$ cat src/rtl/uart_tx_arbiter_if.sv
// Requester-side bundle for the uart transmit arbiter: per-source byte
// handshake plus the arbiter's ready/grant feedback.
interface uart_tx_arbiter_if #(
   parameter int NUM_REQ = 4
);
   logic [NUM_REQ-1:0]   req_valid;
   logic [8*NUM_REQ-1:0] req_data;
   logic [NUM_REQ-1:0]   req_last;
   logic [NUM_REQ-1:0]   req_ready;
   logic [NUM_REQ-1:0]   grant;

   modport master (
      output req_valid, req_data, req_last,
      input  req_ready, grant
   );

   modport slave (
      input  req_valid, req_data, req_last,
      output req_ready, grant
   );
endinterface

$ cat src/rtl/uart_tx_arbiter.sv
// Round-robin arbiter sharing one uart transmitter between NUM_REQ byte
// sources, with per-packet ownership lock and an idle-owner lock timeout.
//
//   state      | meaning
//   -----------+------------------------------------------------------------
//   IDLE       | arbitrate when uart is idle; accept one byte from the winner
//   LAUNCH     | uart_tx_trigger_o high for this single cycle
//   WAIT_START | wait for the uart to report busy (complete low)
//   WAIT_DONE  | wait for frame end; count it, release lock on a last byte
module uart_tx_arbiter #(
   parameter int NUM_REQ      = 4,
   parameter int LOCK_TIMEOUT = 4096,
   parameter int CNT_W        = 16
) (
   input  logic                clk_i,
   input  logic                rst_ni,
   uart_tx_arbiter_if.slave    req_if,
   output logic [7:0]          uart_tx_data_o,
   output logic                uart_tx_trigger_o,
   input  logic                uart_tx_complete_i,
   output logic                busy_o,
   output logic [CNT_W-1:0]    bytes_sent_o
);

   localparam int IW = (NUM_REQ > 1) ? $clog2(NUM_REQ) : 1;
   localparam int TW = $clog2(LOCK_TIMEOUT + 1);

   typedef enum logic [1:0] {IDLE, LAUNCH, WAIT_START, WAIT_DONE} state_t;

   state_t             state_q;
   logic               lock_q;
   logic               last_q;
   logic [IW-1:0]      owner_q;
   logic [IW-1:0]      rr_ptr_q;
   logic [TW-1:0]      tmo_cnt_q;
   logic [NUM_REQ-1:0] grant_q;

   logic               win_valid;
   logic [IW-1:0]      win_idx;
   logic [NUM_REQ-1:0] ready;
   logic               tmo_fire;
   int                 cand;
   logic [IW-1:0]      cand_idx;

   function automatic logic [IW-1:0] next_idx(input logic [IW-1:0] i);
      return (int'(i) == NUM_REQ - 1) ? '0 : i + 1'b1;
   endfunction

   // The timeout takes precedence over an owner that reasserts valid in the same cycle.
   assign tmo_fire = (state_q == IDLE) && lock_q && (tmo_cnt_q == TW'(LOCK_TIMEOUT));

   always_comb begin
      win_valid = 1'b0;
      win_idx   = '0;
      cand      = 0;
      cand_idx  = '0;
      if (rst_ni && (state_q == IDLE) && uart_tx_complete_i && !tmo_fire) begin
         if (lock_q) begin
            win_valid = req_if.req_valid[owner_q];
            win_idx   = owner_q;
         end else begin
            for (int i = 0; i < NUM_REQ; i++) begin
               cand = int'(rr_ptr_q) + i;
               if (cand >= NUM_REQ) cand = cand - NUM_REQ;
               cand_idx = IW'(cand);
               if (!win_valid && req_if.req_valid[cand_idx]) begin
                  win_valid = 1'b1;
                  win_idx   = cand_idx;
               end
            end
         end
      end
   end

   assign ready            = win_valid ? (NUM_REQ'(1) << win_idx) : '0;
   assign req_if.req_ready = ready;
   assign req_if.grant     = grant_q;
   assign busy_o           = (state_q != IDLE);

   always_ff @(posedge clk_i or negedge rst_ni) begin
      if (!rst_ni) begin
         state_q           <= IDLE;
         lock_q            <= 1'b0;
         last_q            <= 1'b0;
         owner_q           <= '0;
         rr_ptr_q          <= '0;
         tmo_cnt_q         <= '0;
         grant_q           <= '0;
         uart_tx_data_o    <= 8'h00;
         uart_tx_trigger_o <= 1'b0;
         bytes_sent_o      <= '0;
      end else begin
         case (state_q)
            IDLE: begin
               if (tmo_fire) begin
                  lock_q    <= 1'b0;
                  grant_q   <= '0;
                  rr_ptr_q  <= next_idx(owner_q);
                  tmo_cnt_q <= '0;
               end else if (win_valid) begin
                  uart_tx_data_o    <= req_if.req_data[{win_idx, 3'b000} +: 8];
                  last_q            <= req_if.req_last[win_idx];
                  grant_q           <= ready;
                  lock_q            <= 1'b1;
                  owner_q           <= win_idx;
                  tmo_cnt_q         <= '0;
                  uart_tx_trigger_o <= 1'b1;
                  state_q           <= LAUNCH;
               end else if (lock_q && !req_if.req_valid[owner_q]) begin
                  tmo_cnt_q <= tmo_cnt_q + 1'b1;
               end
            end
            LAUNCH: begin
               uart_tx_trigger_o <= 1'b0;
               state_q           <= WAIT_START;
            end
            WAIT_START: begin
               if (!uart_tx_complete_i) state_q <= WAIT_DONE;
            end
            WAIT_DONE: begin
               if (uart_tx_complete_i) begin
                  bytes_sent_o <= bytes_sent_o + 1'b1;
                  if (last_q) begin
                     lock_q   <= 1'b0;
                     grant_q  <= '0;
                     rr_ptr_q <= next_idx(owner_q);
                  end
                  state_q <= IDLE;
               end
            end
            default: state_q <= IDLE;
         endcase
      end
   end

endmodule

$ cat src/flat_wrapper.sv
// flat-port wrapper written by rule: the top's interface ports become plain ports
module uart_tx_arbiter_flat 
#(
   parameter int NUM_REQ      = 4,
   parameter int LOCK_TIMEOUT = 4096,
   parameter int CNT_W        = 16
)
  (clk_i, rst_ni, uart_tx_data_o, uart_tx_trigger_o, uart_tx_complete_i, busy_o, bytes_sent_o, req_if_req_valid, req_if_req_data, req_if_req_last, req_if_req_ready, req_if_grant);
  uart_tx_arbiter_if #(.NUM_REQ(NUM_REQ)) req_if_i ();
  input  logic clk_i;
  input  logic rst_ni;
  output logic [7:0] uart_tx_data_o;
  output logic uart_tx_trigger_o;
  input  logic uart_tx_complete_i;
  output logic busy_o;
  output logic [CNT_W-1:0] bytes_sent_o;
  input wire logic [$bits(req_if_i.req_valid)-1:0] req_if_req_valid;
  input wire logic [$bits(req_if_i.req_data)-1:0] req_if_req_data;
  input wire logic [$bits(req_if_i.req_last)-1:0] req_if_req_last;
  output wire logic [$bits(req_if_i.req_ready)-1:0] req_if_req_ready;
  output wire logic [$bits(req_if_i.grant)-1:0] req_if_grant;
  assign req_if_i.req_valid = req_if_req_valid;
  assign req_if_i.req_data = req_if_req_data;
  assign req_if_i.req_last = req_if_req_last;
  assign req_if_req_ready = req_if_i.req_ready;
  assign req_if_grant = req_if_i.grant;
  uart_tx_arbiter #(.NUM_REQ(NUM_REQ), .LOCK_TIMEOUT(LOCK_TIMEOUT), .CNT_W(CNT_W)) u_core (.clk_i(clk_i), .rst_ni(rst_ni), .req_if(req_if_i), .uart_tx_data_o(uart_tx_data_o), .uart_tx_trigger_o(uart_tx_trigger_o), .uart_tx_complete_i(uart_tx_complete_i), .busy_o(busy_o), .bytes_sent_o(bytes_sent_o));
endmodule
$ cat config.mk
export PLATFORM = sky130hd
export DESIGN_NAME = uart_tx_arbiter_flat
export DESIGN_NICKNAME = d
export VERILOG_FILES = /design/src/rtl/uart_tx_arbiter_if.sv /design/src/rtl/uart_tx_arbiter.sv /design/src/flat_wrapper.sv
export SDC_FILE = /design/constraint.sdc
export NUM_CORES = 1
export LEC_CHECK = 0
export BUFFER_PORTS_ARGS = -buffer_cell sky130_fd_sc_hd__clkbuf_2
export CAP_MARGIN = 20
export CORE_ASPECT_RATIO = 1.25
export CORE_MARGIN = 2
export CORE_UTILIZATION = 50
export CTS_BUF_LIST = sky130_fd_sc_hd__clkbuf_4 sky130_fd_sc_hd__clkbuf_8 sky130_fd_sc_hd__clkbuf_16
export DETAILED_ROUTE_END_ITERATION = 10
export PLACE_DENSITY = 0.85
export SLEW_MARGIN = 20
export SYNTH_ARGS = -nofsm -noshare
export SYNTH_HDL_FRONTEND = slang
export SYNTH_SLANG_ARGS = --single-unit
$ cat constraint.sdc
create_clock -name clk_i -period 2.93 [get_ports clk_i]
set_input_delay 0.293 -clock clk_i [delete_from_list [all_inputs] [get_ports clk_i]]
set_output_delay 0.293 -clock clk_i [all_outputs]
set_load 0.005 [all_outputs]
# Yosys cells after proc, flatten, opt, wreduce, memory -nomap -nowiden
# Index checks and enable logic that the tools add are counted.
[word_totals] regBits=50 in_bits=43 wordCells=139
[classes] n_addsub=10 magnitude_cmp=10 n_eq_ne=12 n_shift=2 n_mux=68 bitwise=1 n_reduce_logical=26
[ops] op="2-bit 2-to-1 mux" count=26
[ops] op="13-bit 2-to-1 mux" count=3
[ops] op="32-bit by 6-bit indexed part select with 8-bit output" count=1
[ops] op="1-bit 2-to-1 mux" count=23
[ops] op="4-bit 2-to-1 mux" count=5
[ops] op="2-bit by 3-bit < comparator with 1-bit output (second input constant)" count=6
[ops] op="16-bit by 1-bit adder with 16-bit output (second input constant)" count=1
[ops] op="13-bit by 1-bit adder with 13-bit output (second input constant)" count=1
[ops] op="13-bit equality test (second input constant)" count=1
[ops] op="1-bit binary-select mux with 2-bit select" count=6
[ops] op="4-bit AND reduction" count=3
[ops] op="3-bit greater-or-equal comparator (second input constant)" count=3
[ops] op="1-bit logical AND" count=9
[ops] op="2-bit one-hot mux with 4 select lines" count=1
[ops] op="4-bit one-hot mux with 2 select lines" count=1
[ops] op="2-bit by 1-bit subtractor with 2-bit output (second input constant)" count=4
[ops] op="2-bit by 2-bit adder with 3-bit output (second input constant)" count=2
[ops] op="2-bit by 1-bit inequality test with 1-bit output (second input constant)" count=3
[ops] op="2-bit inequality test (second input constant)" count=3
[ops] op="3-bit AND reduction" count=2
[ops] op="2-bit nonzero test" count=3
[ops] op="1-bit zero test" count=5
[ops] op="2-bit by 1-bit equality test with 1-bit output (second input constant)" count=2
[ops] op="2-bit equality test (second input constant)" count=2
[ops] op="11 further kinds" count=13

# Longest topological paths before layout
# Gate-level depths: netlist of the first run.
[depth] ltp_word=31 ltp_mapped=9 ltp_nobuf=8

# Worst setup path after synthesis of the first run
# OpenSTA, ideal clock, no wires.
[synth_timing] path_type="register to register" start="reg u_core.state_q[0]" end="reg u_core.state_q[1]" setup_ns=0.128 arrival_ns=1.919 path_slack_ns=0.883 path_stages_with_launch=9 path_cell_list="dfrtp_1 > inv_1 > ha_1 > and2_1 > nand4_1 > and4_4 > and2_4 > o211ai_2 > mux2_1"
[synth_via] elab_chain_len=8
[synth_lines] element="start: declaration" line_no="uart_tx_arbiter.sv:30" text="state_t state_q;"
[synth_lines] element="start signal: assignment" line_no="uart_tx_arbiter.sv:82" text="state_q <= IDLE;"
[synth_lines] element="start signal: assignment" line_no="uart_tx_arbiter.sv:108" text="state_q <= LAUNCH;"
[synth_lines] element="start signal: assignment" line_no="uart_tx_arbiter.sv:115" text="state_q <= WAIT_START;"
[synth_lines] element="2-bit zero test" line_no="uart_tx_arbiter.sv:50, uart_tx_arbiter.sv:57, uart_tx_arbiter.sv:93"
[synth_lines] element="1-bit logical AND (2 in series)" line_no="uart_tx_arbiter.sv:50" text="assign tmo_fire = (state_q == IDLE) && lock_q && (tmo_cnt_q == TW'(LOCK_TIMEOUT));"
[synth_lines] element="1-bit zero test" line_no="uart_tx_arbiter.sv:57" text="if (rst_ni && (state_q == IDLE) && uart_tx_complete_i && !tmo_fire) begin"
[synth_lines] element="1-bit logical AND" line_no="uart_tx_arbiter.sv:57"
[synth_lines] element="1-bit 2-to-1 mux" line_no="uart_tx_arbiter.sv:57"
[synth_lines] element="2-bit by 1-bit inequality test with 1-bit output (no source line)"
[synth_lines] element="4-bit AND reduction (no source line)"
# Parallel ways exist; a longest one is shown, timed or not.
# A chain may end at the register's enable or synchronous reset.

# Worst setup path after layout of the first run
[layout_timing] start="reg u_core.state_q[0]" end="out req_if_req_ready[3]"
[layout_via] elab_chain_len=8
[layout_lines] element="2-bit zero test (*)" line_no="uart_tx_arbiter.sv:50, uart_tx_arbiter.sv:57"
[layout_lines] element="1-bit logical AND (2 in series)" line_no="uart_tx_arbiter.sv:50"
[layout_lines] element="1-bit zero test" line_no="uart_tx_arbiter.sv:57"
[layout_lines] element="1-bit logical AND (*)" line_no="uart_tx_arbiter.sv:57"
[layout_lines] element="2-bit 2-to-1 mux" line_no="uart_tx_arbiter.sv:57"
[layout_lines] element="1-bit by 2-bit left shift with 4-bit output" line_no="uart_tx_arbiter.sv:75" text="assign ready = win_valid ? (NUM_REQ'(1) << win_idx) : '0;"
[layout_lines] element="4-bit 2-to-1 mux (*)" line_no="uart_tx_arbiter.sv:75"
[layout_lines] element="end: declaration" line_no="flat_wrapper.sv:20" text="output wire logic [$bits(req_if_i.req_ready)-1:0] req_if_req_ready;"
# Every way passes the cells marked *; elsewhere a longest branch is shown, timed or not.

==> results by group, run 1 <==
Run status
  • Status: completed

Global route
  • Initial antenna violation count: 0
  • Overall routing resource usage: 20.7%
  • Global-route wire length before repair: 10200 um
  • Largest net degree at the start of global routing: between 50 and 60
  • Congestion Overflow GR: 0
  • Vias in the first global route: 2252

Die
  • Area of the core: 5370 sq um
  • Site row count: 30
  • Die Height: 86.8 um
  • Initial core utilization: between 50% and 60%
  • Die Width: 70.2 um
  • Num ports: 77
  • Die Area: between 6000 and 7000 sq um

Layout
  • Fin nets: 402
  • Area of the multi-input gates: ~1400 sq um
  • Flip-flop and latch area: 1250 sq um
  • # diodes: 0
  • Proportion of layout cells with a drive suffix above 1: 29.4%
  • Fillers: 435
  • Area delta synth->final: 19.5%

Detailed routing
  • DRC: 0
  • Final ANT Viol Nets: 0
  • Total Wirelength: 6020 um
  • Vias per inst: approximately 5.6
  • Starting DRT DRC Count: 146
  • Drt wl/cell: 14.5 um
  • First drt pass iteration count: 4
  • DR vias: 2335

Worst setup path
  • Worst setup SP type: flip-flop
  • R2r setup slk: 590 ps
  • Crit Path Max Fanout: 11
  • Peak per-stage delay on the critical path: 380 ps
  • WP data required: about 2600 ps
  • WP data arrival: 2380 ps
  • Critical path class: reg2out
  • Worst path cell trace: inv_1 -> ha_1 -> and2_1 -> nand4_1 -> and4_4 -> and2_4 -> nand2_1 -> nor2_1 -> clkbuf_2
  • CP max-delay cell: dfrtp_1
  • Crit. End Element: primary output

Logic synthesis
  • Post-synth EDFFs: 0
  • Synth warn: 0
  • Synthesized Nets: 322
  • Mapped Area: around 2700 sq um
  • #FFs+latches synth: 50
  • Top cells by area, synth: dfrtp_1 46%, xnor2_1 5.7%, nor2_1 4.9%
  • Async S/R FF share, synth: 100%
  • Post-synth top flop: dfrtp_1
  • Post-synth top cells: 50 x dfrtp_1, 36 x nor2_1, 27 x nand2_1, 18 x xnor2_1, 13 x inv_1
  • Top cell type's share of synthesized area: 45.6%
  • Netlist cell types: 43
  • Post-Syn Instances: 270
  • Mapped Avg Cell Area: 10.2 sq um
  • Sequential fraction of the synthesis area: between 40% and 50%
  • Area leader, netlist: dfrtp_1
  • Most common cell in the netlist: dfrtp_1

Flow run
  • Max-cap violation count: 0

Clock tree
  • Clock buffer depth: 2
  • Clk_lat worst skew: 300 ps
  • Worst-path clk slew: 90 ps
  • Post-CTS Hold Buffers: 0
  • CTS Sinks: 50
  • CTS HTree Levels: 2
  • Num CTS Buffers: 5
  • CTS tree: yes
  • CTS resizes: 0
  • CTS Root Cell: clkbuf_8

STA
  • Fin. max-slew vios: 0
  • Slew HR: just under 60%
  • Final Cycle Share: 91.1%
  • Max frequency: 0.374 GHz
  • Final Hold Vio Count: 0
  • Fin Clk Skew: 10.4 ps
  • Final setup viols: 0
  • Setup TNS: 0 ps
  • RSZ-0062 raised after global routing: no
  • Tmin final: 2670 ps
  • Worst-margin pin slew: 620 ps

Placement
  • # port buffers: 76
  • Global placement routability congestion: ~0.85
  • HPWL after detailed placement: 4590 um

Worst hold path
  • Worst Hold Class: in2async

Pwr
  • Pwr dens: 733 nW/um^2
  • VDD IR max: 0.465 mV
  • Overall power: 0.00240 W
  • Leakage: 1.61 nW
[flip-flops by register name, summed over array words and instances, names as in the netlist]
name / flops
u_core.req_if.grant: 4
u_core.rr_ptr_q: 2
u_core.lock_q: 1
u_core.owner_q: 2
u_core.tmo_cnt_q: 13
u_core.uart_tx_data_o: 8
u_core.state_q: 2
u_core.bytes_sent_o: 16
u_core.last_q: 1
u_core.uart_tx_trigger_o: 1
[metal layers]
| layer | share of wire, % | track usage [%] |
|---|---|---|
| met1 | 40 | 24.4 |
| met2 | 53 | 38.0 |
| met3 | 5.7 | 3.95 |
| met4 | 1.2 | 5.94 |
| met5 | 0 | 0 |
[cells in the final DEF, fill, tap and decap left out, drive strengths merged, types with 7 or more instances in the layout]
cell and instances:
mux2 9, xnor2 18, nand4 9, nand3 7, dfrtp 50, mux2i 11, nand2 28, nor2 36
xor2 9, clkbuf 81, inv 14, ha 9, a21oi 11
[worst max-delay path: cells and delay by family, from the launching register on]
| family | cells | cell delay (ps) |
|---|---|---|
| buf+inv | 2 | 220 |
| flops | 1 | 380 |
| fa+ha+maj | 1 | 270 |
| simple gates | 6 | 1210 |
[timing repair]
item                                   4_1_cts  5_1_grt
endpoints found under the hold margin        0        0
setup buffers                                0        0
setup endpoints to repair                    0        2
[stage by stage]
stage,util [%],setup slack (ps),cell area (sq um),hold WS (ps),instances
2_1_floorplan,-,883,2740,-2.59,270
3_3_place_gp,59.4,624,3190,458,406
3_5_place_dp,59.4,536,3190,467,406
4_1_cts,60.9,182,3270,196,413
5_1_grt,61.0,75.6,3280,232,414
6_report,61.0,260,3280,181,414
[final cells by class]
type | instances | area share (%)
multi-input cells | 200 | 42.8
flip-flops and latches | 50 | 38.2
repair buffers | 80 | 12.5
well taps | 64 | 2.44
clock buffers | 5 | 2.10
inverters | 13 | 1.49
clock inverters | 2 | 0.420
[kinds of logic after synthesis]
group,share of synthesized area (%)
fa+ha+maj,4.11
xor+xnor,8.62
flops,45.6
mux,8.53
compound gates,11.0
simple gates,18.7
buf+inv,3.47
[final timing paths]
path | startpoint | end | depth (start not counted)
worst min register to register | u_core.bytes_sent_o[15] | u_core.bytes_sent_o[15] | 1
max in group asynchronous | rst_ni | u_core.tmo_cnt_q[4] | 2
worst max register to register | u_core.state_q[0] | u_core.state_q[1] | 8
worst max-delay path | u_core.state_q[0] | req_if_req_ready[3] | 9
min in group clk_i | req_if_req_data[3] | u_core.uart_tx_data_o[3] | 3
worst min-delay path | rst_ni | u_core.uart_tx_trigger_o | 2
[power breakdown]
group	internal [W]	leakage (nW)	total, W	switching (W)
registers	0.000863	0.650	0.00103	0.000165
logic	0.000466	0.913	0.000980	0.000514
clock network	0.000165	0.0444	0.000393	0.000227
total	0.00149	1.61	0.00240	0.000907
(Power assumes the default switching activity.)
==> run 2: changes to the inputs <==
--- a/config.mk
+++ b/config.mk
@@ -7,7 +7,6 @@
 export LEC_CHECK = 0
 export BUFFER_PORTS_ARGS = -buffer_cell sky130_fd_sc_hd__clkbuf_2
 export CAP_MARGIN = 20
-export CORE_ASPECT_RATIO = 1.25
 export CORE_MARGIN = 2
 export CORE_UTILIZATION = 50
 export CTS_BUF_LIST = sky130_fd_sc_hd__clkbuf_4 sky130_fd_sc_hd__clkbuf_8 sky130_fd_sc_hd__clkbuf_16
==> run 2 against run 1 <==
Compared with the run above:
- maximum frequency fell by 1.3%
- register-to-register slack lost 50 ps
- critical path depth stayed put
- sequential cell count is the same
- combinational power barely moved
- clock power rose by 19%
- worst hold slack better by 120 ps
- via count down 0.64%
- first-iteration DRC count decreased by 6.2%
- worst setup slack lost 34 ps
- die area about the same
- clock skew down 5.5 ps
- critical endpoint unchanged
- largest power group unchanged
==> results by group, run 2 (synthesis gave the netlist of run 1 again) <==
Global route
  • Vias in the first global route: 2181
  • Congestion Overflow GR: 0
  • GRT Max-Usage Layer: met2
  • Initial antenna violation count: 0
  • Met2 Use GR: 36.4%
  • Largest net degree at the start of global routing: 30
  • Global-route wire length before repair: between 10000 and 15000 um
  • Met3 global-route usage: 4.71%
  • GRT met1 Usage: 25.9%
  • Overall routing resource usage: 21.0%

Layout
  • Area of the multi-input gates: 1400 sq um
  • Fin nets: a little over 400
  • Largest regs: u_core.bytes_sent_o x16, u_core.tmo_cnt_q x13, u_core.uart_tx_data_o x8
  • Max reg flops: 16
  • Flip-flop and latch area: 1250 sq um
  • Commonest non-fill, non-tap cell in the layout: clkbuf_2
  • Fillers: 428
  • Design area: between 3000 and 4000 sq um
  • Proportion of layout cells with a drive suffix above 1: 29.3%
  • Largest Register: u_core.bytes_sent_o
  • # diodes: 0
  • Post-Layout Cell Count: 421
  • Commonest cells after routing, fill and taps aside: 76 x clkbuf_2, 50 x dfrtp_1, 36 x nor2_1
  • Area delta synth->final: 21.0%

Placement
  • DP Area: 3190 sq um
  • HPWL after detailed placement: 4680 um
  • Placed Cells: 412
  • # port buffers: between 70 and 80
  • Global placement routability congestion: approximately 0.81

Die
  • Die Area: 6090 sq um
  • Site row count: 26
  • Initial core utilization: 52.7%
  • Die Width: between 70 and 80 um
  • Num ports: 77
  • Die Height: 78.1 um
  • Area of the core: 5200 sq um

Flow run
  • Max-cap violation count: 0

STA
  • Max frequency: 0.370 GHz
  • Worst-margin pin slew: between 900 and 1000 ps
  • Setup TNS: 0 ps
  • Tmin final: 2700 ps
  • Slew HR: 38.9%
  • Fin Clk Skew: 4.88 ps
  • Final setup viols: 0
  • Final Cycle Share: between 90% and 100%
  • RSZ-0062 raised after global routing: no
  • Fin. max-slew vios: 0
  • Final Hold Vio Count: 0

Detailed routing
  • Vias per inst: 5.51
  • DRC: 0
  • Starting DRT DRC Count: 137
  • Drt wl/cell: 14.4 um
  • Final ANT Viol Nets: 0
  • Total Wirelength: slightly above 6000 um
  • DR vias: ~2300
  • First drt pass iteration count: 5

Worst setup path
  • Worst setup SP type: flip-flop
  • Worst path cell trace: inv_1 -> ha_1 -> and2_1 -> nand4_1 -> and4_4 -> and2_4 -> nand2_1 -> nor2_1 -> clkbuf_2
  • Worst Path Buf+Inv: 2
  • Peak per-stage delay on the critical path: approximately 400 ps
  • Family with the most delay on the worst path: simple AND/OR/NAND/NOR gates
  • Crit Path Max Fanout: 11
  • Critical path class: reg2out
  • WP data required: 2640 ps
  • WP data arrival: 2410 ps
  • CP max-delay cell: dfrtp_1
  • Crit. End Element: primary output

Clock tree
  • CTS HTree Levels: 2
  • Num CTS Buffers: 5
  • CTS tree: yes
  • Clock buffer depth: 2
  • Worst-path clk slew: 90 ps
  • CTS Sinks: 50
  • Clk_lat worst skew: 300 ps
  • CTS Root Cell: clkbuf_8
  • Post-CTS setup buffers: 0

Pwr
  • Pwr dens: 746 nW/um^2
  • Leakage: 1.62 nW
  • VDD IR max: 0.437 mV

Run status
  • Status: completed

Worst hold path
  • Worst Hold Class: in2reg
## run 2: worst paths after layout
check,slack [ps],depth (start not counted),startpoint,to
min reg2reg,490,1,u_core.bytes_sent_o[15],u_core.bytes_sent_o[15]
max,230,9,u_core.state_q[1],req_if_req_ready[3]
min in group asynchronous,540,3,rst_ni,u_core.last_q
max reg2reg,540,6,u_core.rr_ptr_q[1],u_core.uart_tx_data_o[7]
min,300,3,req_if_req_data[4],u_core.uart_tx_data_o[4]
max in group asynchronous,2080,3,rst_ni,u_core.tmo_cnt_q[3]
## run 2: final cells by class
class | count | share of cell area, %
Tap cell | 70 | 2.64
Clock inverter | 2 | 1.17
Inverter | 13 | 1.47
Clock buffer | 5 | 2.07
Multi-Input combinational cell | 200 | 42.3
Timing Repair Buffer | 81 | 12.7
Sequential cell | 50 | 37.7
## run 2: tightest hold or removal path, stage by stage
cell and delay (ps):
clkbuf_2 70, a222oi_1 60, a21oi_1 140
## run 2: stage by stage
step | power (W) | worst slack [ps] | hold WS [ps] | util (%)
floorplan | 0.00168 | 883 | -2.59 | -
finish | 0.00248 | 225 | 300 | 63.8
global placement | 0.00197 | 611 | 334 | 61.4
CTS | 0.00249 | 154 | 289 | 63.6
global route | 0.00266 | 58.4 | 309 | 63.8
detailed placement | 0.00201 | 521 | 330 | 61.4
## run 2: what timing repair did
| action | 4_1_cts | 5_1_grt |
|---|---|---|
| gates resized for setup | 0 | 0 |
| hold buffers | 1 | 0 |
| hold endpoints to repair | 18 | 0 |
| endpoints found under the setup margin | 0 | 2 |
## run 2: per-layer routing
metal / vias up / part of all wire [%] / routed length [um]
met2: 71 / 52 / 3160
met5: - / 0 / 0
li1: 1118 / - / -
met1: 1122 / 40 / 2440
met4: 0 / 1.3 / 77
met3: 9 / 6.1 / 372
## run 2: where the power goes
| part | internal, W | switching (W) | total, W |
|---|---|---|---|
| Clock | 0.000251 | 0.000218 | 0.000469 |
| Combinational | 0.000463 | 0.000519 | 0.000982 |
| Sequential | 0.000864 | 0.000164 | 0.00103 |
